**src/rtl/fifo_uart_drain.sv**
```systemverilog
// fifo_uart_drain: pops two nibbles from the read side of the nibble CDC FIFO
// and sends them as one UART 8N1 byte, first-popped nibble in the low half.
module fifo_uart_drain #(
  parameter int CLKS_PER_BIT = 16
) (
  input  logic       clk,
  input  logic       rst_n,
  input  logic       enable,
  input  logic       fifo_empty,
  input  logic [3:0] fifo_data,
  output logic       fifo_pop,
  output logic       tx,
  output logic       busy,
  output logic [7:0] frames_sent
);

  localparam int CW = $clog2(CLKS_PER_BIT);
  localparam logic [CW-1:0] BAUD_LAST = CW'(CLKS_PER_BIT - 1);

  typedef enum logic [2:0] {
    IDLE,
    POP_LO,
    WAIT_HI,
    POP_HI,
    START,
    DATA,
    STOP
  } state_e;

  state_e        state_q, state_d;
  logic [3:0]    lo_q, lo_d;
  logic [7:0]    shreg_q, shreg_d;
  logic [CW-1:0] baud_q, baud_d;
  logic [2:0]    bitIdx_q, bitIdx_d;
  logic          tx_q, tx_d;
  logic [7:0]    frames_q, frames_d;
  logic          baudDone;

  assign baudDone = (baud_q == BAUD_LAST);

  always_ff @(posedge clk) begin
    if (!rst_n) begin
      state_q  <= IDLE;
      lo_q     <= '0;
      shreg_q  <= '0;
      baud_q   <= '0;
      bitIdx_q <= '0;
      tx_q     <= 1'b1;
      frames_q <= '0;
    end else begin
      state_q  <= state_d;
      lo_q     <= lo_d;
      shreg_q  <= shreg_d;
      baud_q   <= baud_d;
      bitIdx_q <= bitIdx_d;
      tx_q     <= tx_d;
      frames_q <= frames_d;
    end
  end

  // The high nibble goes straight from fifo_data into the shift register.
  always_comb begin
    state_d  = state_q;
    lo_d     = lo_q;
    shreg_d  = shreg_q;
    baud_d   = baud_q;
    bitIdx_d = bitIdx_q;
    frames_d = frames_q;
    unique case (state_q)
      IDLE: begin
        if (enable && !fifo_empty) begin
          lo_d    = fifo_data;
          state_d = POP_LO;
        end
      end
      POP_LO: state_d = WAIT_HI;
      WAIT_HI: begin
        if (!fifo_empty) begin
          shreg_d = {fifo_data, lo_q};
          state_d = POP_HI;
        end
      end
      POP_HI: begin
        baud_d  = '0;
        state_d = START;
      end
      START: begin
        if (baudDone) begin
          baud_d   = '0;
          bitIdx_d = '0;
          state_d  = DATA;
        end else begin
          baud_d = baud_q + 1'b1;
        end
      end
      DATA: begin
        if (baudDone) begin
          baud_d   = '0;
          shreg_d  = {1'b0, shreg_q[7:1]};
          bitIdx_d = bitIdx_q + 1'b1;
          if (bitIdx_q == 3'd7) begin
            state_d = STOP;
          end
        end else begin
          baud_d = baud_q + 1'b1;
        end
      end
      STOP: begin
        if (baudDone) begin
          baud_d   = '0;
          frames_d = frames_q + 1'b1;
          state_d  = IDLE;
        end else begin
          baud_d = baud_q + 1'b1;
        end
      end
      default: state_d = IDLE;
    endcase

    // tx is registered, so it follows the state being entered.
    tx_d = 1'b1;
    if (state_d == START) begin
      tx_d = 1'b0;
    end else if (state_d == DATA) begin
      tx_d = shreg_d[0];
    end
  end

  always_comb begin
    fifo_pop = (state_q == POP_LO) || (state_q == POP_HI);
    busy     = (state_q != IDLE);
  end

  assign tx          = tx_q;
  assign frames_sent = frames_q;

endmodule

```
**config.mk**
```make
export PLATFORM = sky130hd
export DESIGN_NAME = fifo_uart_drain
export DESIGN_NICKNAME = d
export VERILOG_FILES = /design/src/rtl/fifo_uart_drain.sv
export SDC_FILE = /design/constraint.sdc
export NUM_CORES = 1
export LEC_CHECK = 0
export CORE_MARGIN = 2
export CORE_UTILIZATION = 31
export CTS_CLUSTER_SIZE = 20
export DETAILED_ROUTE_END_ITERATION = 6
export DONT_BUFFER_PORTS = 1
export HOLD_SLACK_MARGIN = 0.08
export PLACE_DENSITY = 0.43
export SYNTH_ARGS = -nofsm -noshare
export SYNTH_HDL_FRONTEND = slang
export SYNTH_SLANG_ARGS = --single-unit
```
**constraint.sdc**
```tcl
create_clock -name clk -period 2 [get_ports clk]
set_input_delay 0.3 -clock clk [delete_from_list [all_inputs] [get_ports clk]]
set_output_delay 0.3 -clock clk [all_outputs]
set_load 0.02 [all_outputs]
```
==> results.sh, run 1 <==
export IMPL_overflow=0
export IMPL_cp_start_kind="flop"
export IMPL_h_tree_depth=2
export IMPL_die_h_um=73.16
export IMPL_place_detailed_hpwl_um=2291
export IMPL_wl_met1_um=1405
export IMPL_syn_mean_instance_area_um2=8.671
export IMPL_critical_path_max_stage_delay_ns=0.50
export IMPL_clock_skew_ns=0.005083
export IMPL_ys_flop_type="dfxtp_1"
export IMPL_p_leak_nw=0.5449
export IMPL_dr_total_vias=1217
export IMPL_hold_class="primary input to flop"
export IMPL_holdBufCountCts=0
export IMPL_final_antenna_net_count=0
export IMPL_wirelength_um=3228
export IMPL_status="complete, no violations"
export IMPL_r2r_start="baud_q[0]"
export IMPL_diodes=0
export IMPL_dr_pass1_iters=4
export IMPL_syn_to_final_growth_pct=7.595
export IMPL_core_um2=4661
export IMPL_antenna_found_initial=0
export IMPL_synth_top_area_share_pct=41.86
export IMPL_slew_headroom_pct=63.18
export IMPL_cts_path_max_buffers=2
export IMPL_cts_buffers=5
export IMPL_syn_inst=171
export IMPL_synth_seq_cells=31
export IMPL_clock_sinks=31
export IMPL_whs_path_depth=1
export IMPL_cts_setup_buffers=0
export IMPL_endpoint_kind="flop"
export IMPL_placementRows=25
export IMPL_synth_area_um2=1483
export IMPL_place_congestion=0.7594
export IMPL_slew_violations=0
export IMPL_synth_cell_types=42
export IMPL_rr_worst_depth=5
export IMPL_max_vdd_ir_drop_mv=0.2596
export IMPL_fp_dieArea_um2=5352
export IMPL_dr_max_layer_used="met4"
export IMPL_crit_required_ns=2.20
export IMPL_finalNetCount=184
export IMPL_worst_setup_path_type="flop to flop"
export IMPL_port_buffers=0
export IMPL_fin_hold_ws_ns=0.1087
export IMPL_slowest_stage="nor2_1"
export IMPL_synth_edf_count=0
export IMPL_path_clk_slew_ns=0.06
export IMPL_p_per_area_nw_per_um2=718.9
export IMPL_wl_met2_um=1618
export IMPL_ctsResizeCount=0
export IMPL_grt_util_all_layers_pct=13.57
export IMPL_drv_cap=0
export IMPL_wl_per_cell_um=14.35
export IMPL_hold_violations=0
export IMPL_start_util_pct=31.81
export IMPL_final_layout_size_suffix_gt1_share_pct=9.942
export IMPL_final_setup_tns_ns=0
export IMPL_period_minus_slack_ns=1.758
export IMPL_grt_pass1_vias=1145
export IMPL_yosys_area_top_type="dfxtp_1"
export IMPL_clock_root_buffer="clkbuf_8"
export IMPL_drt_iter0_markers=74
export IMPL_tritoncts="done"
export IMPL_die_w_um=73.16
export IMPL_arrival_ns=1.96
export IMPL_rsz0062_at_grt="false"
export IMPL_hp_start="rst_n"
export IMPL_yosysWarningCount=0
export IMPL_grt_pass1_wl_um=5492
export IMPL_async_reset_ff_share_pct=0
export IMPL_clock_latency_ns=0.28
export IMPL_tightestPinTransition_ns=0.5516
export IMPL_yosys_top_cells_area="dfxtp_1 (42%), nand2_1 (5.6%), mux2i_1 (5.4%)"
export IMPL_yosysSeqAreaShare_pct=41.86
export IMPL_setup_viol=0
export IMPL_path_cells="ha_1 > nand3_1 > nor2_1 > a22oi_1 > a21oi_1"
export IMPL_startpoint="baud_q[0]"
export IMPL_syn_nets=183
export IMPL_vias_per_cell=5.409
export IMPL_post_route_drc_count=0
export IMPL_path_max_fanout=8
export IMPL_route_met3_wl_um=171
export IMPL_grt_max_degree=29
export IMPL_clock_fmax_mhz=568.7
export IMPL_min_period_over_period_pct=87.92
export IMPL_design_portCount=19
Yosys cell counts, types with 3 or more instances:
master,n
a22oi_1,6
nor2_1,20
ha_1,4
nand3_1,4
nand4_1,5
a21oi_1,13
o21ai_0,6
nand2_1,22
inv_1,4
dfxtp_1,31
clkbuf_1,3
nor4_1,3
xnor2_1,4
mux2i_1,8
buf_2,3
sequential cells by signal, summed over array words and instances, names as in the netlist:
register	flops
frames_sent	8
shreg_q	8
bitIdx_q	3
baud_q	4
lo_q	4
tx	1
state_q	3
worst paths after layout:
path / end / slack [ns]
hold / removal: tx / 0.11
setup reg to reg: shreg_q[4] / 0.24
hold reg to reg: shreg_q[1] / 0.46
setup / recovery: shreg_q[4] / 0.24
cells by family (layout without fill, tap and decap cells):
logic type	after synthesis	count (layout)	synth area share, %
multiplexers	8	8	5.401
buffers and inverters	16	16	5.906
flip-flops	31	31	41.86
adder cells (fa/ha/maj)	4	4	3.376
XOR/XNOR	6	6	3.544
AO/OA/AOI/OAI	34	34	14.60
AND/OR/NAND/NOR	72	72	25.32
placed cells by master, fill, tap and decap left out, types with 5 or more instances in the layout:
master    synthesis  final
o21ai_0           6      6
a21oi_1          13     13
nand2_1          22     22
nor2_1           20     20
dfxtp_1          31     31
clkbuf_8          0      5
nand4_1           5      5
buf_4             2      6
mux2i_1           8      8
a22oi_1           6      6
per-stage QoR:
stage | util, % | cells | cell area, um2 | setup WS [ns] | total power, mW
2_1_floorplan | - | 171 | 1483 | 0.4969 | 0.7073
3_3_place_gp | 32.67 | 219 | 1523 | 0.2985 | 0.7157
5_1_grt | 34.23 | 225 | 1595 | 0.005019 | 1.208
3_5_place_dp | 32.67 | 219 | 1523 | 0.2426 | 0.7168
4_1_cts | 34.23 | 225 | 1595 | 0.2201 | 1.165
6_report | 34.23 | 225 | 1595 | 0.2416 | 1.147
power breakdown:
group	leakage (nW)	switching (mW)	internal, mW
registers	0.250	0.0149	0.628
clock network	0.0371	0.212	0.231
logic	0.257	0.0367	0.0234
cell type report:
type	instances	area [um2]
Clock buffer	6	72.57
Fill cell	504	3065
Inverter	4	15.01
Multi-Input combinational cell	124	774.5
Sequential cell	31	620.6
Tap cell	54	67.56
Timing Repair Buffer	6	45.04
routing by layer:
| layer | vias to the layer above | track usage (%) |
|---|---|---|
| met3 | 5 | 5.249 |
| met5 | - | 0 |
| met4 | 0 | 5.761 |
| li1 | 604 | - |
| met2 | 21 | 22.02 |
| met1 | 587 | 15.88 |
critical path: cells and delay by family (launching register included):
family / cells / cell delay [ns]
AOI/OAI and AO/OA: 2 / 0.34
and+or+nand+nor: 2 / 0.76
DFF: 1 / 0.37
adders and majority gates: 1 / 0.22
Power figures use the tool's default switching activity.
==> inputs of run 2 (changes only) <==
--- a/config.mk
+++ b/config.mk
@@ -5,7 +5,7 @@
 export SDC_FILE = /design/constraint.sdc
 export NUM_CORES = 1
 export LEC_CHECK = 0
-export CORE_MARGIN = 2
+export CORE_MARGIN = 10
 export CORE_UTILIZATION = 31
 export CTS_CLUSTER_SIZE = 20
 export DETAILED_ROUTE_END_ITERATION = 6
==> results.sh, run 2 (synthesized netlist as in run 1, its figures left out) <==
export IMPL_status="complete, no violations"
export IMPL_path_cells="ha_1 > nand3_1 > nor2_1 > a22oi_1 > a21oi_1"
export IMPL_grt_util_all_layers_pct=9.060
export IMPL_cp_start_kind="flop"
export IMPL_diodes=0
export IMPL_clock_sinks=31
export IMPL_cts_path_max_buffers=2
export IMPL_layout_common_cells="dfxtp_1 (31), nand2_1 (22), nor2_1 (20)"
export IMPL_period_minus_slack_ns=1.687
export IMPL_rsz0062_at_grt="false"
export IMPL_clock_latency_ns=0.28
export IMPL_place_area_um2=1530
export IMPL_wl_per_cell_um=14.01
export IMPL_min_period_over_period_pct=84.37
export IMPL_wirelength_um=3195
export IMPL_die_h_um=89.16
export IMPL_hold_class="primary input to flop"
export IMPL_p_leak_nw=0.5738
export IMPL_place_detailed_hpwl_um=2336
export IMPL_setup_viol=0
export IMPL_critical_path_max_stage_delay_ns=0.49
export IMPL_slew_headroom_pct=63.12
export IMPL_crit_required_ns=2.21
export IMPL_endpoint_kind="flop"
export IMPL_hold_violations=0
export IMPL_totalPowerFinal_mw=1.336
export IMPL_cts_buffers=5
export IMPL_slew_violations=0
export IMPL_dr_pass1_iters=4
export IMPL_path_max_fanout=8
export IMPL_design_portCount=19
export IMPL_vias_per_cell=5.132
export IMPL_core_um2=4692
export IMPL_start_util_pct=31.60
export IMPL_die_w_um=89.16
export IMPL_placementRows=25
export IMPL_final_antenna_net_count=0
export IMPL_tritoncts="done"
export IMPL_syn_to_final_growth_pct=11.22
export IMPL_final_setup_tns_ns=0
export IMPL_drt_iter0_markers=42
export IMPL_tightestPinTransition_ns=0.5512
export IMPL_final_area_um2=1649
export IMPL_clock_skew_ns=0.002150
export IMPL_p_per_area_nw_per_um2=810.1
export IMPL_h_tree_depth=2
export IMPL_port_buffers=0
export IMPL_clock_fmax_mhz=592.6
export IMPL_arrival_ns=1.90
export IMPL_path_clk_slew_ns=0.06
export IMPL_drv_cap=0
export IMPL_nFillCells=511
export IMPL_grt_pass1_vias=1143
export IMPL_place_congestion=0.7538
export IMPL_finalNetCount=185
export IMPL_grt_max_degree=29
export IMPL_slowest_stage="nor2_1"
export IMPL_layout_commonest_cell="dfxtp_1"
export IMPL_dr_total_vias=1170
export IMPL_max_vdd_ir_drop_mv=0.2684
export IMPL_final_layout_size_suffix_gt1_share_pct=12.64
export IMPL_post_route_drc_count=0
export IMPL_clock_root_buffer="clkbuf_8"
export IMPL_antenna_found_initial=0
export IMPL_worst_setup_path_type="flop to flop"
export IMPL_fp_dieArea_um2=7949
export IMPL_grt_pass1_wl_um=5547
export IMPL_overflow=0
run 2: changes by cell type in the layout (fill, tap and decap cells not counted):
cell,before,now
and3_1,1,0
buf_4,6,7
clkbuf_1,1,0
and3_2,1,2
clkinv_2,0,1
clkbuf_8,5,6
bufinv_16,0,1
run 2: cell type report:
class                      instances  area, um2  area share [%]
timing repair buffer               7      52.55           3.187
multi-input combinational        124      775.7           47.04
clock inverter                     2      35.03           2.124
clock buffer                       6      82.58           5.008
tap                               54      67.56           4.097
sequential                        31      620.6           37.63
inverter                           4      15.01          0.9105
run 2: per-layer routing:
layer / up-vias / part of all wire (%) / global-route usage [%]
li1: 611 / - / -
met1: 536 / 48 / 10.94
met2: 16 / 43 / 13.33
met3: 7 / 7.2 / 4.376
met4: 0 / 2.0 / 3.902
met5: - / 0 / 0
run 2: critical path, delay by kind of cell (launching register included):
kind | cells | cell delay, ns
flip-flops | 1 | 0.38
adder cells (fa/ha/maj) | 1 | 0.23
AO/OA/AOI/OAI | 2 | 0.32
AND/OR/NAND/NOR | 2 | 0.68
run 2: report_power, final:
| part | leakage [nW] | total (mW) | switching, mW | internal, mW |
|---|---|---|---|---|
| logic | 0.262 | 0.0604 | 0.0370 | 0.0235 |
| registers | 0.250 | 0.641 | 0.0135 | 0.628 |
| clock network | 0.0612 | 0.634 | 0.231 | 0.403 |
| total | 0.574 | 1.34 | 0.282 | 1.05 |
run 2: per-stage QoR:
| step | setup slack (ns) | util, % | instances | hold slack, ns |
|---|---|---|---|---|
| 2_1_floorplan | 0.4969 | - | 171 | 0.3786 |
| 3_3_place_gp | 0.2639 | 32.61 | 220 | 0.4088 |
| 3_5_place_dp | 0.2024 | 32.61 | 220 | 0.3982 |
| 4_1_cts | 0.1963 | 35.12 | 228 | 0.09728 |
| 5_1_grt | 0.05263 | 35.15 | 228 | 0.1092 |
| 6_report | 0.3126 | 35.15 | 228 | 0.1069 |
run 2: what timing repair did:
item,in CTS,in global routing
hold buffers,0,0
resized for setup,0,1
buffers inserted,0,0
endpoints found under the setup margin,0,1
hold endpoints to repair,0,0
run 2: path summary, 6_finish.rpt:
path	startpoint	endpoint	slack (ns)	cells after the start
max reg2reg	baud_q[0]	shreg_q[4]	0.31	5
min reg2reg	bitIdx_q[1]	bitIdx_q[1]	0.46	2
max	baud_q[0]	shreg_q[4]	0.31	5
min	rst_n	tx	0.11	1
==> inputs of run 3 (changes only) <==
--- a/config.mk
+++ b/config.mk
@@ -11,7 +11,7 @@
 export DETAILED_ROUTE_END_ITERATION = 6
 export DONT_BUFFER_PORTS = 1
 export HOLD_SLACK_MARGIN = 0.08
-export PLACE_DENSITY = 0.43
+export PLACE_DENSITY = 0.44
 export SYNTH_ARGS = -nofsm -noshare
 export SYNTH_HDL_FRONTEND = slang
 export SYNTH_SLANG_ARGS = --single-unit
==> constraint.sdc (replaced) <==
create_clock -name clk -period 1.53 [get_ports clk]
set_input_delay 0.2295 -clock clk [delete_from_list [all_inputs] [get_ports clk]]
set_output_delay 0.2295 -clock clk [all_outputs]
set_load 0.02 [all_outputs]
==> results.sh, run 3 (synthesized netlist as in run 1, its figures left out) <==
export IMPL_place_detailed_hpwl_um=2548
export IMPL_slowest_stage="dfxtp_2"
export IMPL_seq_area_um2=629.4
export IMPL_r2r_setup_slack_ns=0.09
export IMPL_clock_root_buffer="clkbuf_8"
export IMPL_period_minus_slack_ns=1.440
export IMPL_grt_max_degree=29
export IMPL_critical_path_max_stage_delay_ns=0.34
export IMPL_tightestPinTransition_ns=0.3310
export IMPL_clock_fmax_mhz=694.4
export IMPL_p_clk_share_pct=47.1
export IMPL_tritoncts="done"
export IMPL_clock_latency_ns=0.28
export IMPL_die_h_um=89.16
export IMPL_post_route_drc_count=0
export IMPL_status="complete, no violations"
export IMPL_layout_common_cells="dfxtp_1 (24), nand2_1 (22), buf_4 (22)"
export IMPL_min_period_over_period_pct=94.12
export IMPL_sw_frac_of_total_pct=21.44
export IMPL_design_portCount=19
export IMPL_placementRows=25
export IMPL_wl_per_cell_um=14.11
export IMPL_crit_family="compound AO/OA/AOI/OAI gates"
export IMPL_overflow=0
export IMPL_core_um2=4692
export IMPL_diodes=0
export IMPL_intPower_mw=1.394
export IMPL_crit_buf_inv=0
export IMPL_endpoint_kind="flop"
export IMPL_crit_required_ns=1.67
export IMPL_place_congestion=0.7453
export IMPL_grt_use_met1_pct=11.86
export IMPL_drt_iter0_markers=70
export IMPL_grt_busiest_layer="met2"
export IMPL_final_layout_size_suffix_gt1_share_pct=28.80
export IMPL_grt_util_all_layers_pct=9.670
export IMPL_port_buffers=0
export IMPL_cts_path_max_buffers=2
export IMPL_p_per_area_nw_per_um2=949.7
export IMPL_path_clk_slew_ns=0.06
export IMPL_arrival_ns=1.58
export IMPL_slew_headroom_pct=77.90
export IMPL_slew_violations=0
export IMPL_layout_commonest_cell="dfxtp_1"
export IMPL_wirelength_um=3456
export IMPL_p_comb_share_pct=5.7
export IMPL_p_leak_nw=0.6938
export IMPL_nFillCells=498
export IMPL_syn_to_final_growth_pct=25.99
export IMPL_h_tree_depth=2
export IMPL_path_max_fanout=2
export IMPL_max_vdd_ir_drop_mv=0.5643
export IMPL_final_antenna_net_count=0
export IMPL_hold_class="primary input to flop"
export IMPL_start_util_pct=31.60
export IMPL_met2_usage_pct=14.65
export IMPL_gr_usage_met3_pct=3.646
export IMPL_vias_per_cell=5.082
export IMPL_path_cells="ha_1 > ha_2 > nand2_1 > o21a_1 > a211oi_2 > o221ai_1"
export IMPL_cp_start_kind="flop"
export IMPL_finalNetCount=202
export IMPL_clock_skew_ns=0.007868
export IMPL_fp_dieArea_um2=7949
export IMPL_setup_viol=0
export IMPL_dr_total_vias=1245
export IMPL_clock_sinks=31
export IMPL_die_w_um=89.16
export IMPL_grt_pass1_wl_um=5961
export IMPL_totalPowerFinal_mw=1.774
export IMPL_drv_cap=0
export IMPL_multiInputGateArea_um2=852.1
export IMPL_p_switching_uw=380.3
export IMPL_antenna_found_initial=0
export IMPL_hold_violations=0
export IMPL_fin_hold_ws_ns=0.08802
export IMPL_cts_buffers=5
export IMPL_p_seq_share_pct=47.2
export IMPL_grt_pass1_vias=1208
export IMPL_dr_pass1_iters=4
export IMPL_worst_setup_path_type="flop to flop"
[run 3: changes by cell type in the layout (fill, tap and decap cells not counted), moves of 2 or more]
cell	previous run	this run
buf_4	7	22
dfxtp_1	31	24
dfxtp_2	0	7
ha_1	4	2
nor4_1	3	1
nor4_4	0	2
[run 3: worst register-to-register path: stages (launching register included)]
cell      delay [ns]
dfxtp_2         0.34
ha_1            0.15
ha_2            0.19
nand2_1         0.06
o21a_1          0.20
a211oi_2        0.21
o221ai_1        0.16
[run 3: final timing paths]
| kind | startpoint | to | depth (start not counted) |
|---|---|---|---|
| max reg2reg | bitIdx_q[0] | tx | 6 |
| max | bitIdx_q[0] | tx | 6 |
| min | fifo_data[3] | shreg_q[7] | 2 |
| min reg2reg | bitIdx_q[1] | bitIdx_q[1] | 2 |
[run 3: final cells by class]
| type | instances | area share [%] |
|---|---|---|
| inverters | 4 | 0.8038 |
| flip-flops and latches | 31 | 33.69 |
| multi-input cells | 124 | 45.61 |
| clock inverters | 2 | 1.875 |
| clock buffers | 6 | 4.421 |
| well taps | 54 | 3.617 |
| repair buffers | 24 | 9.980 |
[run 3: power groups by stage]
stage               sequential [mW]  combinational [mW]  clock [mW]
global route                  0.840               0.113       0.908
global placement              0.854              0.0927           0
finish                        0.838               0.101       0.835
CTS                           0.836              0.0963       0.855
detailed placement            0.854              0.0934           0
floorplan                     0.844              0.0803           0
[run 3: metrics by stage]
stage               setup WS [ns]  utilization [%]  area (um2)  TNS (ns)  instances
floorplan                 0.02694                -        1483         0        171
global placement         -0.07820            34.69        1628   -0.4362        233
detailed placement       -0.09554            34.69        1628   -0.5819        233
CTS                     -0.005627            37.84        1775  -0.01031        242
global route             -0.02093            39.81        1868  -0.02799        245
finish                    0.08990            39.81        1868         0        245
[run 3: layer usage]
layer | share of wire [%] | vias to the layer above
met5 | 0 | -
met4 | 1.5 | 0
met3 | 4.8 | 4
met2 | 45 | 13
met1 | 48 | 586
li1 | - | 642
[run 3: timing repair]
item / in CTS / in global routing
setup buffers: 0 / 3
setup endpoints to repair: 11 / 23
pin swaps: 1 / 4
gates resized for setup: 5 / 20
endpoints found under the hold margin: 1 / 0
hold buffers: 1 / 0
